### src/rtl/exec_if.sv
// Execute-stage bus: operand/launch inputs from the sequencer and register
// file, plus writeback and status outputs from the execute unit.
// The unit connects through the slave modport and its driver through master.
interface exec_if #(
  parameter int WIDTH = 8
);
  logic             start;
  logic [3:0]       opcode;
  logic [2:0]       rd;
  logic [WIDTH-1:0] op_a;
  logic [WIDTH-1:0] op_b;
  logic             busy;
  logic             done;
  logic             illegal;
  logic             wb_write;
  logic [2:0]       wb_addr;
  logic [WIDTH-1:0] wb_data;
  logic             flag_z;
  logic             flag_c;

  modport master (
    output start, opcode, rd, op_a, op_b,
    input  busy, done, illegal, wb_write, wb_addr, wb_data, flag_z, flag_c
  );

  modport slave (
    input  start, opcode, rd, op_a, op_b,
    output busy, done, illegal, wb_write, wb_addr, wb_data, flag_z, flag_c
  );
endinterface

### src/rtl/exec_unit.sv
// exec_unit: sequential 8-bit execute stage between register-file read ports
// and the register-file write port. Single-cycle ALU ops go IDLE -> WB;
// MUL runs an 8-step shift-add (IDLE -> MUL -> WB). All outputs registered.
// Optional feature macro: EXEC_MUL_EN (defined: opcode 7 is a multiply;
// undefined: multiplier removed and opcode 7 reports illegal).
module exec_unit #(
  parameter int WIDTH      = 8,
  parameter int MUL_CYCLES = 8
) (
  input  logic   clk,
  input  logic   rst_n,
  exec_if.slave  bus
);

  localparam logic [3:0] OP_ADD   = 4'd0;
  localparam logic [3:0] OP_SUB   = 4'd1;
  localparam logic [3:0] OP_AND   = 4'd2;
  localparam logic [3:0] OP_OR    = 4'd3;
  localparam logic [3:0] OP_XOR   = 4'd4;
  localparam logic [3:0] OP_SHL   = 4'd5;
  localparam logic [3:0] OP_SHR   = 4'd6;
  localparam logic [3:0] OP_PASSB = 4'd8;

  // The shift-add loop consumes one multiplier bit per step.
  if (MUL_CYCLES != WIDTH) begin : g_cfg_check
    $error("exec_unit: MUL_CYCLES must equal WIDTH");
  end

  typedef enum logic [1:0] {
    S_IDLE = 2'd0,
    S_WB   = 2'd1
`ifdef EXEC_MUL_EN
    ,S_MUL = 2'd2
`endif
  } state_t;

  // Single-cycle ALU: returns {legal, carry, result}. MUL is not handled here.
  function automatic logic [WIDTH+1:0] alu(input logic [3:0] op,
                                           input logic [WIDTH-1:0] a,
                                           input logic [WIDTH-1:0] b);
    logic [WIDTH:0]   wide;
    logic             legal;
    logic             carry;
    logic [WIDTH-1:0] res;
    wide  = '0;
    legal = 1'b1;
    carry = 1'b0;
    res   = '0;
    case (op)
      OP_ADD:   begin wide = {1'b0, a} + {1'b0, b}; res = wide[WIDTH-1:0]; carry = wide[WIDTH]; end
      OP_SUB:   begin wide = {1'b0, a} - {1'b0, b}; res = wide[WIDTH-1:0]; carry = wide[WIDTH]; end
      OP_AND:   res = a & b;
      OP_OR:    res = a | b;
      OP_XOR:   res = a ^ b;
      OP_SHL:   begin res = {a[WIDTH-2:0], 1'b0}; carry = a[WIDTH-1]; end
      OP_SHR:   begin res = {1'b0, a[WIDTH-1:1]}; carry = a[0]; end
      OP_PASSB: res = b;
      default:  legal = 1'b0;
    endcase
    return {legal, carry, res};
  endfunction

  state_t           state_reg, state_next;
  logic             busy_reg, busy_next;
  logic             done_reg, done_next;
  logic             illegal_reg, illegal_next;
  logic             wb_write_reg, wb_write_next;
  logic [2:0]       wb_addr_reg, wb_addr_next;
  logic [WIDTH-1:0] wb_data_reg, wb_data_next;
  logic             flag_z_reg, flag_z_next;
  logic             flag_c_reg, flag_c_next;
  logic [WIDTH+1:0] alu_out;

  assign alu_out = alu(bus.opcode, bus.op_a, bus.op_b);

`ifdef EXEC_MUL_EN
  localparam logic [3:0] OP_MUL   = 4'd7;
  localparam logic [3:0] MUL_LAST = 4'(MUL_CYCLES);

  // acc holds {partial high half, remaining multiplier bits}; each step adds
  // the multiplicand into the high half when the current LSB is set, then
  // shifts the whole thing right by one.
  logic [2*WIDTH-1:0] acc_reg, acc_next;
  logic [WIDTH-1:0]   a_reg, a_next;
  logic [2:0]         rd_reg, rd_next;
  logic [3:0]         cnt_reg, cnt_next;
  logic [WIDTH:0]     mul_sum;
  logic [2*WIDTH-1:0] acc_step;
  logic [3:0]         cnt_step;

  assign mul_sum  = {1'b0, acc_reg[2*WIDTH-1:WIDTH]} + (acc_reg[0] ? {1'b0, a_reg} : '0);
  assign acc_step = {mul_sum, acc_reg[WIDTH-1:1]};
  assign cnt_step = cnt_reg + 4'd1;
`endif

  // State and output registers; reset discards any operation in flight.
  always_ff @(posedge clk or negedge rst_n) begin
    if (!rst_n) begin
      state_reg    <= S_IDLE;
      busy_reg     <= 1'b0;
      done_reg     <= 1'b0;
      illegal_reg  <= 1'b0;
      wb_write_reg <= 1'b0;
      wb_addr_reg  <= '0;
      wb_data_reg  <= '0;
      flag_z_reg   <= 1'b0;
      flag_c_reg   <= 1'b0;
`ifdef EXEC_MUL_EN
      acc_reg      <= '0;
      a_reg        <= '0;
      rd_reg       <= '0;
      cnt_reg      <= '0;
`endif
    end else begin
      state_reg    <= state_next;
      busy_reg     <= busy_next;
      done_reg     <= done_next;
      illegal_reg  <= illegal_next;
      wb_write_reg <= wb_write_next;
      wb_addr_reg  <= wb_addr_next;
      wb_data_reg  <= wb_data_next;
      flag_z_reg   <= flag_z_next;
      flag_c_reg   <= flag_c_next;
`ifdef EXEC_MUL_EN
      acc_reg      <= acc_next;
      a_reg        <= a_next;
      rd_reg       <= rd_next;
      cnt_reg      <= cnt_next;
`endif
    end
  end

  // Next-state and next-output decode; pulses default low, data/flags hold.
  always_comb begin
    state_next    = state_reg;
    busy_next     = 1'b0;
    done_next     = 1'b0;
    illegal_next  = 1'b0;
    wb_write_next = 1'b0;
    wb_addr_next  = wb_addr_reg;
    wb_data_next  = wb_data_reg;
    flag_z_next   = flag_z_reg;
    flag_c_next   = flag_c_reg;
`ifdef EXEC_MUL_EN
    acc_next      = acc_reg;
    a_next        = a_reg;
    rd_next       = rd_reg;
    cnt_next      = cnt_reg;
`endif
    case (state_reg)
      S_IDLE: begin
        if (bus.start) begin
`ifdef EXEC_MUL_EN
          if (bus.opcode == OP_MUL) begin
            state_next = S_MUL;
            busy_next  = 1'b1;
            a_next     = bus.op_a;
            acc_next   = {{WIDTH{1'b0}}, bus.op_b};
            rd_next    = bus.rd;
            cnt_next   = 4'd0;
          end else
`endif
          begin
            // Single-cycle and illegal ops both complete in the next cycle.
            state_next = S_WB;
            busy_next  = 1'b1;
            done_next  = 1'b1;
            if (alu_out[WIDTH+1]) begin
              wb_addr_next  = bus.rd;
              wb_data_next  = alu_out[WIDTH-1:0];
              wb_write_next = (bus.rd != 3'd0);
              flag_z_next   = (alu_out[WIDTH-1:0] == '0);
              flag_c_next   = alu_out[WIDTH];
            end else begin
              illegal_next  = 1'b1;
            end
          end
        end
      end
`ifdef EXEC_MUL_EN
      S_MUL: begin
        busy_next = 1'b1;
        acc_next  = acc_step;
        cnt_next  = cnt_step;
        if (cnt_step == MUL_LAST) begin
          state_next    = S_WB;
          done_next     = 1'b1;
          wb_addr_next  = rd_reg;
          wb_data_next  = acc_step[WIDTH-1:0];
          wb_write_next = (rd_reg != 3'd0);
          flag_z_next   = (acc_step[WIDTH-1:0] == '0);
          flag_c_next   = (acc_step[2*WIDTH-1:WIDTH] != '0);
        end
      end
`endif
      S_WB: begin
        state_next = S_IDLE;
      end
      default: begin
        state_next = S_IDLE;
      end
    endcase
  end

  assign bus.busy     = busy_reg;
  assign bus.done     = done_reg;
  assign bus.illegal  = illegal_reg;
  assign bus.wb_write = wb_write_reg;
  assign bus.wb_addr  = wb_addr_reg;
  assign bus.wb_data  = wb_data_reg;
  assign bus.flag_z   = flag_z_reg;
  assign bus.flag_c   = flag_c_reg;

endmodule
### src/flat_wrapper.sv
// flat-port wrapper written by rule: the top's interface ports become plain ports
module exec_unit_flat 
#(
  parameter int WIDTH      = 8,
  parameter int MUL_CYCLES = 8
)
  (clk, rst_n, bus_start, bus_opcode, bus_rd, bus_op_a, bus_op_b, bus_busy, bus_done, bus_illegal, bus_wb_write, bus_wb_addr, bus_wb_data, bus_flag_z, bus_flag_c);
  exec_if #(.WIDTH(WIDTH)) bus_i ();
  input  logic clk;
  input  logic rst_n;
  input wire logic [$bits(bus_i.start)-1:0] bus_start;
  input wire logic [$bits(bus_i.opcode)-1:0] bus_opcode;
  input wire logic [$bits(bus_i.rd)-1:0] bus_rd;
  input wire logic [$bits(bus_i.op_a)-1:0] bus_op_a;
  input wire logic [$bits(bus_i.op_b)-1:0] bus_op_b;
  output wire logic [$bits(bus_i.busy)-1:0] bus_busy;
  output wire logic [$bits(bus_i.done)-1:0] bus_done;
  output wire logic [$bits(bus_i.illegal)-1:0] bus_illegal;
  output wire logic [$bits(bus_i.wb_write)-1:0] bus_wb_write;
  output wire logic [$bits(bus_i.wb_addr)-1:0] bus_wb_addr;
  output wire logic [$bits(bus_i.wb_data)-1:0] bus_wb_data;
  output wire logic [$bits(bus_i.flag_z)-1:0] bus_flag_z;
  output wire logic [$bits(bus_i.flag_c)-1:0] bus_flag_c;
  assign bus_i.start = bus_start;
  assign bus_i.opcode = bus_opcode;
  assign bus_i.rd = bus_rd;
  assign bus_i.op_a = bus_op_a;
  assign bus_i.op_b = bus_op_b;
  assign bus_busy = bus_i.busy;
  assign bus_done = bus_i.done;
  assign bus_illegal = bus_i.illegal;
  assign bus_wb_write = bus_i.wb_write;
  assign bus_wb_addr = bus_i.wb_addr;
  assign bus_wb_data = bus_i.wb_data;
  assign bus_flag_z = bus_i.flag_z;
  assign bus_flag_c = bus_i.flag_c;
  exec_unit #(.WIDTH(WIDTH), .MUL_CYCLES(MUL_CYCLES)) u_core (.clk(clk), .rst_n(rst_n), .bus(bus_i));
endmodule
### config.mk
export PLATFORM = sky130hd
export DESIGN_NAME = exec_unit_flat
export DESIGN_NICKNAME = d
export VERILOG_FILES = /design/src/rtl/exec_if.sv /design/src/rtl/exec_unit.sv /design/src/flat_wrapper.sv
export SDC_FILE = /design/constraint.sdc
export NUM_CORES = 1
export LEC_CHECK = 0
export CAP_MARGIN = 5
export CORE_ASPECT_RATIO = 1.2
export CORE_MARGIN = 2
export CORE_UTILIZATION = 48
export CTS_CLUSTER_DIAMETER = 150
export DETAILED_ROUTE_END_ITERATION = 10
export PLACE_DENSITY = 0.78
export SLEW_MARGIN = 40
export SYNTH_ARGS = -nofsm -noshare
export SYNTH_HDL_FRONTEND = slang
export SYNTH_SLANG_ARGS = --single-unit
export TNS_END_PERCENT = 1
### constraint.sdc
create_clock -name clk -period 1.5 [get_ports clk]
set_input_delay 0.15 -clock clk [delete_from_list [all_inputs] [get_ports clk]]
set_output_delay 0.15 -clock clk [all_outputs]
set_load 0.02 [all_outputs]
# After elaboration in Yosys (flattened, before gate mapping)
# Index checks and enable logic that the tools add are counted.
# totals
latchBits	0
input_bits	26
memories	0
ram_bits	0
mem_bits_ro	0
regBits	18
# classes
order_cmp	0
shifts	0
add_sub_neg	2
mux	13
n_bitwise	3
reduce_logical	6
eq_ne	8
mul	0
div	0
# op_table
op	n
$pmux 8 s8	1
$eq 4x3->1 const B	3
$add 8x8->9	1
$mux 1	9
$sub 8x8->9	1
$and 8x8->8	1
$eq 4x2->1 const B	2
$logic_not 8->1	1
$or 8x8->8	1
$reduce_or 8->1	1
$xor 8x8->8	1
$eq 4x1->1 const B	1
$eq 4x4->1 const B	1
$logic_not 4->1	1
$mux 2	2
$pmux 1 s4	1
$reduce_and 3->1	1
$reduce_bool 3->1	1
$logic_not 2->1	1
$ne 2x2->1 const B	1

# Logic depth before layout (Yosys ltp)
# logic_depth
ltp_word	6
depth_mapped	10

# Worst setup path after synthesis
# OpenSTA, ideal clock, no wires.
# synth_timing
kind	input -> register
start	input port bus_op_a[0]
end	register u_core.flag_z_reg, in the netlist u_core.bus.flag_z
arrival_ps	2212
stages	9
required_time_ps	1396
slack_ps	-815
cell_sequence	inv_1 ha_1 inv_1 fa_1 mux4_2 a211oi_2 nand3_1 or4_1 o41ai_2
# synth_between
elab_chain_len	3
word_cells_on_any_way	7
classes_between	add/sub: 2; mux: 1; bitwise: 3; reduce/logical: 1
# synth_lines
item	line_no	text
start: declaration	flat_wrapper.sv:14	input wire logic [$bits(bus_i.op_a)-1:0] bus_op_a;
$sub 8x8->9 (tied with other cells)	exec_unit.sv:51	OP_SUB: begin wide = {1'b0, a} - {1'b0, b}; res = wide[WIDTH-1:0]; carry = wide[WIDTH]; end
$pmux 8 s8 (*)	exec_unit.sv:49	case (op)
$logic_not 8->1 (*)	exec_unit.sv:172	flag_z_next = (alu_out[WIDTH-1:0] == '0);
end signal: assignment	exec_unit.sv:122	flag_z_reg <= flag_z_next;
end: declaration	exec_unit.sv:70	logic flag_z_reg, flag_z_next;
# Mark *: on every way between the ends. The rest lies on a longest branch, timed or not.
# A chain may end at the register's enable or synchronous reset.

# Worst setup path in the final report
# layout_timing
start	input port bus_op_b[0]
end	register u_core.flag_z_reg, in the netlist u_core.bus.flag_z
# layout_between
elab_chain_len	3
word_cells_on_any_way	7
classes_between	add/sub: 2; mux: 1; bitwise: 3; reduce/logical: 1
# layout_lines
item	line_no	text
start: declaration	flat_wrapper.sv:15	input wire logic [$bits(bus_i.op_b)-1:0] bus_op_b;
$sub 8x8->9 (tied with other cells)	exec_unit.sv:51	
$pmux 8 s8 (*)	exec_unit.sv:49	
$logic_not 8->1 (*)	exec_unit.sv:172	
# Marks and branches as above.

==> results.toml <==
[outcome]
run_status = "finished with violations"
failed_checks = "negative setup slack"

[place]
gp_congestion = 0.928
numPortBuffers = 42
hpwl_um = 5270
pre_cts_ws_ns = -1.46

[worst_setup_path]
critPathLaunchType = "primary input"
cp_data_arrival_time_ns = 2.51
critPathKind = "primary input to flip-flop"
critPathCaptureType = "flip-flop"
required_ns = 1.65
path_max_fanout = 4

[global_route]
antenna_found_initial = 0
grt_pass1_vias = 2600
grt_usage_pct = 29.8
grt_max_degree = 18
grt_first_pass_wirelength_um = 12000
grt.busiest_layer = "met2"
grt_overflow_total = 0
gr-usage-met3_pct = 4.35
use_met1_pct = 33.9
use_met2_pct = 54.0

[sta]
tightestPinTransition_ns = 0.472
finalSetupViolations = 10
setup_ws_ns = -0.861
hold_slack_ns = 0.229
slew_violations = 0
fin_crit_sh_pct = 157
fin_crit_ns = 2.36
skew_ns = 0.00180
rsz0062_at_grt = "true"
fmax_mhz = 424
final_hold_viol_count = 0
maxSlewHeadroom_pct = 68.2

[yosys]
ys_top_cells_by_count = "26 x inv_1, 24 x ha_1, 24 x nor2_1"
async_reset_ff_share_pct = 100
ys_seq_elements = 17
synth_flop_cell = "dfrtp_1"
synth_top_cell_area_share_pct = 19.7
syn-cell-area_um2 = 2160
ys_top_cells_by_area = "dfrtp_1 20%, ha_1 14%, inv_1 4.5%, nor2_1 4.2%, mux2_2 3.7%"
synth_edf_count = 0
synth_top_cell_by_area = "dfrtp_1"
avgSynthCellArea_um2 = 8.50
yosysMostFrequentCell = "inv_1"
synth.yosys.seq_area_share_pct = 19.7
yosysUniqueCellTypes = 66
syn-num-nets = 306
yosys_warnings = 0
synthCells = 254

[clocking]
ctsHtreeMaxLevel = 1
cts_buffer_depth = 2
cts_buffers = 3
clk_pin_slew_ns = 0.07
cts-root-buf = "clkbuf_8"
cts_sinks = 17
cts_tree = "done"
clk_latency_ns = 0.26
cts_hold_buf = 0

[pwr]
swShare_pct = 38.7
seqPwrFrac_pct = 25.6
powerDensity_nw_per_um2 = 646
p_leak_nw = 1.73
p_comb_share_pct = 59.6
irDropWorstVdd_uv = 360
p_sw_uw = 911
p_int_mw = 1.45
clockPowerShare_pct = 14.8

[layout]
n_antenna_cell = 0
area_growth_pct = 68.9
largest_reg_flops = 8
drive_gt1_share_pct = 45.7
layout.nets = 434

[die]
die_area_um2 = 5050
rows = 26
die_x_um = 65.2
coreArea_um2 = 4290
die_h_um = 77.5
start_util_pct = 50.3
pin_count = 43

[routing]
drt_first_pass_iters = 6
route.antenna.remaining_nets = 0
drt-initial-drc-count = 248
drc_errors = 0
vias = 2743
wl_per_cell_um = 20.8
wirelength_um = 9080
avgViaCountPerCell = 6.28

[min_path]
hold_path.class = "primary input to asynchronous set/reset pin"

[run]
cap_violations = 0
[critical path: stages]
cell and delay (ns):
buf_8 0.10, ha_4 0.14, inv_2 0.03, fa_1 0.47, inv_1 0.04, mux4_2 0.45
a211oi_2 0.22, nand3_1 0.14, or4_4 0.52, o41ai_4 0.24
[stage by stage]
step	util [%]	setup TNS, ns	instances	cell area, µm²	power, mW
2_1_floorplan	-	-2.45	254	2160	1.16
3_3_place_gp	73.6	-11.78	419	3160	1.68
3_5_place_dp	73.6	-12.48	419	3160	1.72
4_1_cts	80.1	-5.05	431	3440	2.16
5_1_grt	85.0	-5.13	437	3650	2.46
6_report	85.0	-4.50	437	3650	2.36
[worst paths after layout]
kind,from,endpoint,slack (ns),depth (start not counted)
worst max-delay path,bus_op_b[0],u_core.bus.flag_z$_DFFE_PN0P_,-0.86,10
worst min-delay path,rst_n,u_core.bus.wb_data[1]$_DFFE_PN0P_,0.23,2
worst max register to register,u_core.state_reg[0]$_DFFE_PN0P_,u_core.bus.flag_z$_DFFE_PN0P_,-0.30,6
worst min register to register,u_core.bus.wb_addr[2]$_DFFE_PN0P_,u_core.bus.wb_addr[2]$_DFFE_PN0P_,0.51,1
max in group asynchronous,rst_n,u_core.bus.wb_data[5]$_DFFE_PN0P_,1.08,2
min in group clk,u_core.bus.wb_addr[2]$_DFFE_PN0P_,u_core.bus.wb_addr[2]$_DFFE_PN0P_,0.51,1
[power by group through the flow]
stage	logic, mW	clock network [mW]	registers, mW
detailed placement	1.12	0	0.602
global route	1.48	0.370	0.611
finish	1.40	0.348	0.604
floorplan	0.454	0	0.705
global placement	1.09	0	0.593
CTS	1.23	0.332	0.595
[cell usage in the layout (no fill, tap or decap), drive strengths merged, types with 6 or more instances in the layout]
cell type / instances
nand3b: 7
nand2: 9
ha: 24
nor2: 24
nand3: 6
nor2b: 8
clkdlybuf4s50: 28
dfrtp: 17
mux2: 8
buf: 101
inv: 27
a21oi: 12
[layer usage]
metal | share of wire [%] | up-vias
met2 | 50 | 199
met4 | 6.9 | 0
li1 | - | 1177
met5 | 0 | -
met3 | 8.9 | 73
met1 | 35 | 1294
[area by class of cell]
cell class / count / area (µm²)
Clock buffer: 3 / 41.3
Sequential cell: 17 / 425
Clock inverter: 1 / 5.00
Inverter: 27 / 111
Fill cell: 217 / 646
Timing Repair Buffer: 139 / 1180
Multi-Input combinational cell: 194 / 1820
Tap cell: 56 / 70.1
[logic make-up (layout without fill, tap and decap cells)]
kind of cell / after synthesis / count (layout) / share of synthesized area (%)
XOR/XNOR: 2 / 2 / 0.811
adder cells (fa/ha/maj): 26 / 26 / 15.8
flip-flops: 17 / 17 / 19.7
multiplexers: 14 / 14 / 7.53
AO/OA/AOI/OAI: 71 / 71 / 25.8
buffers and inverters: 43 / 170 / 10.0
AND/OR/NAND/NOR: 81 / 81 / 20.4
[what timing repair did]
action                                 in CTS  in global routing
gates resized for setup                    69                 44
setup buffers                               8                  6
pin swaps                                  15                 20
setup endpoints to repair                  14                 13
endpoints found under the hold margin       0                  0
Note: power is estimated with default switching activity, not from simulation.
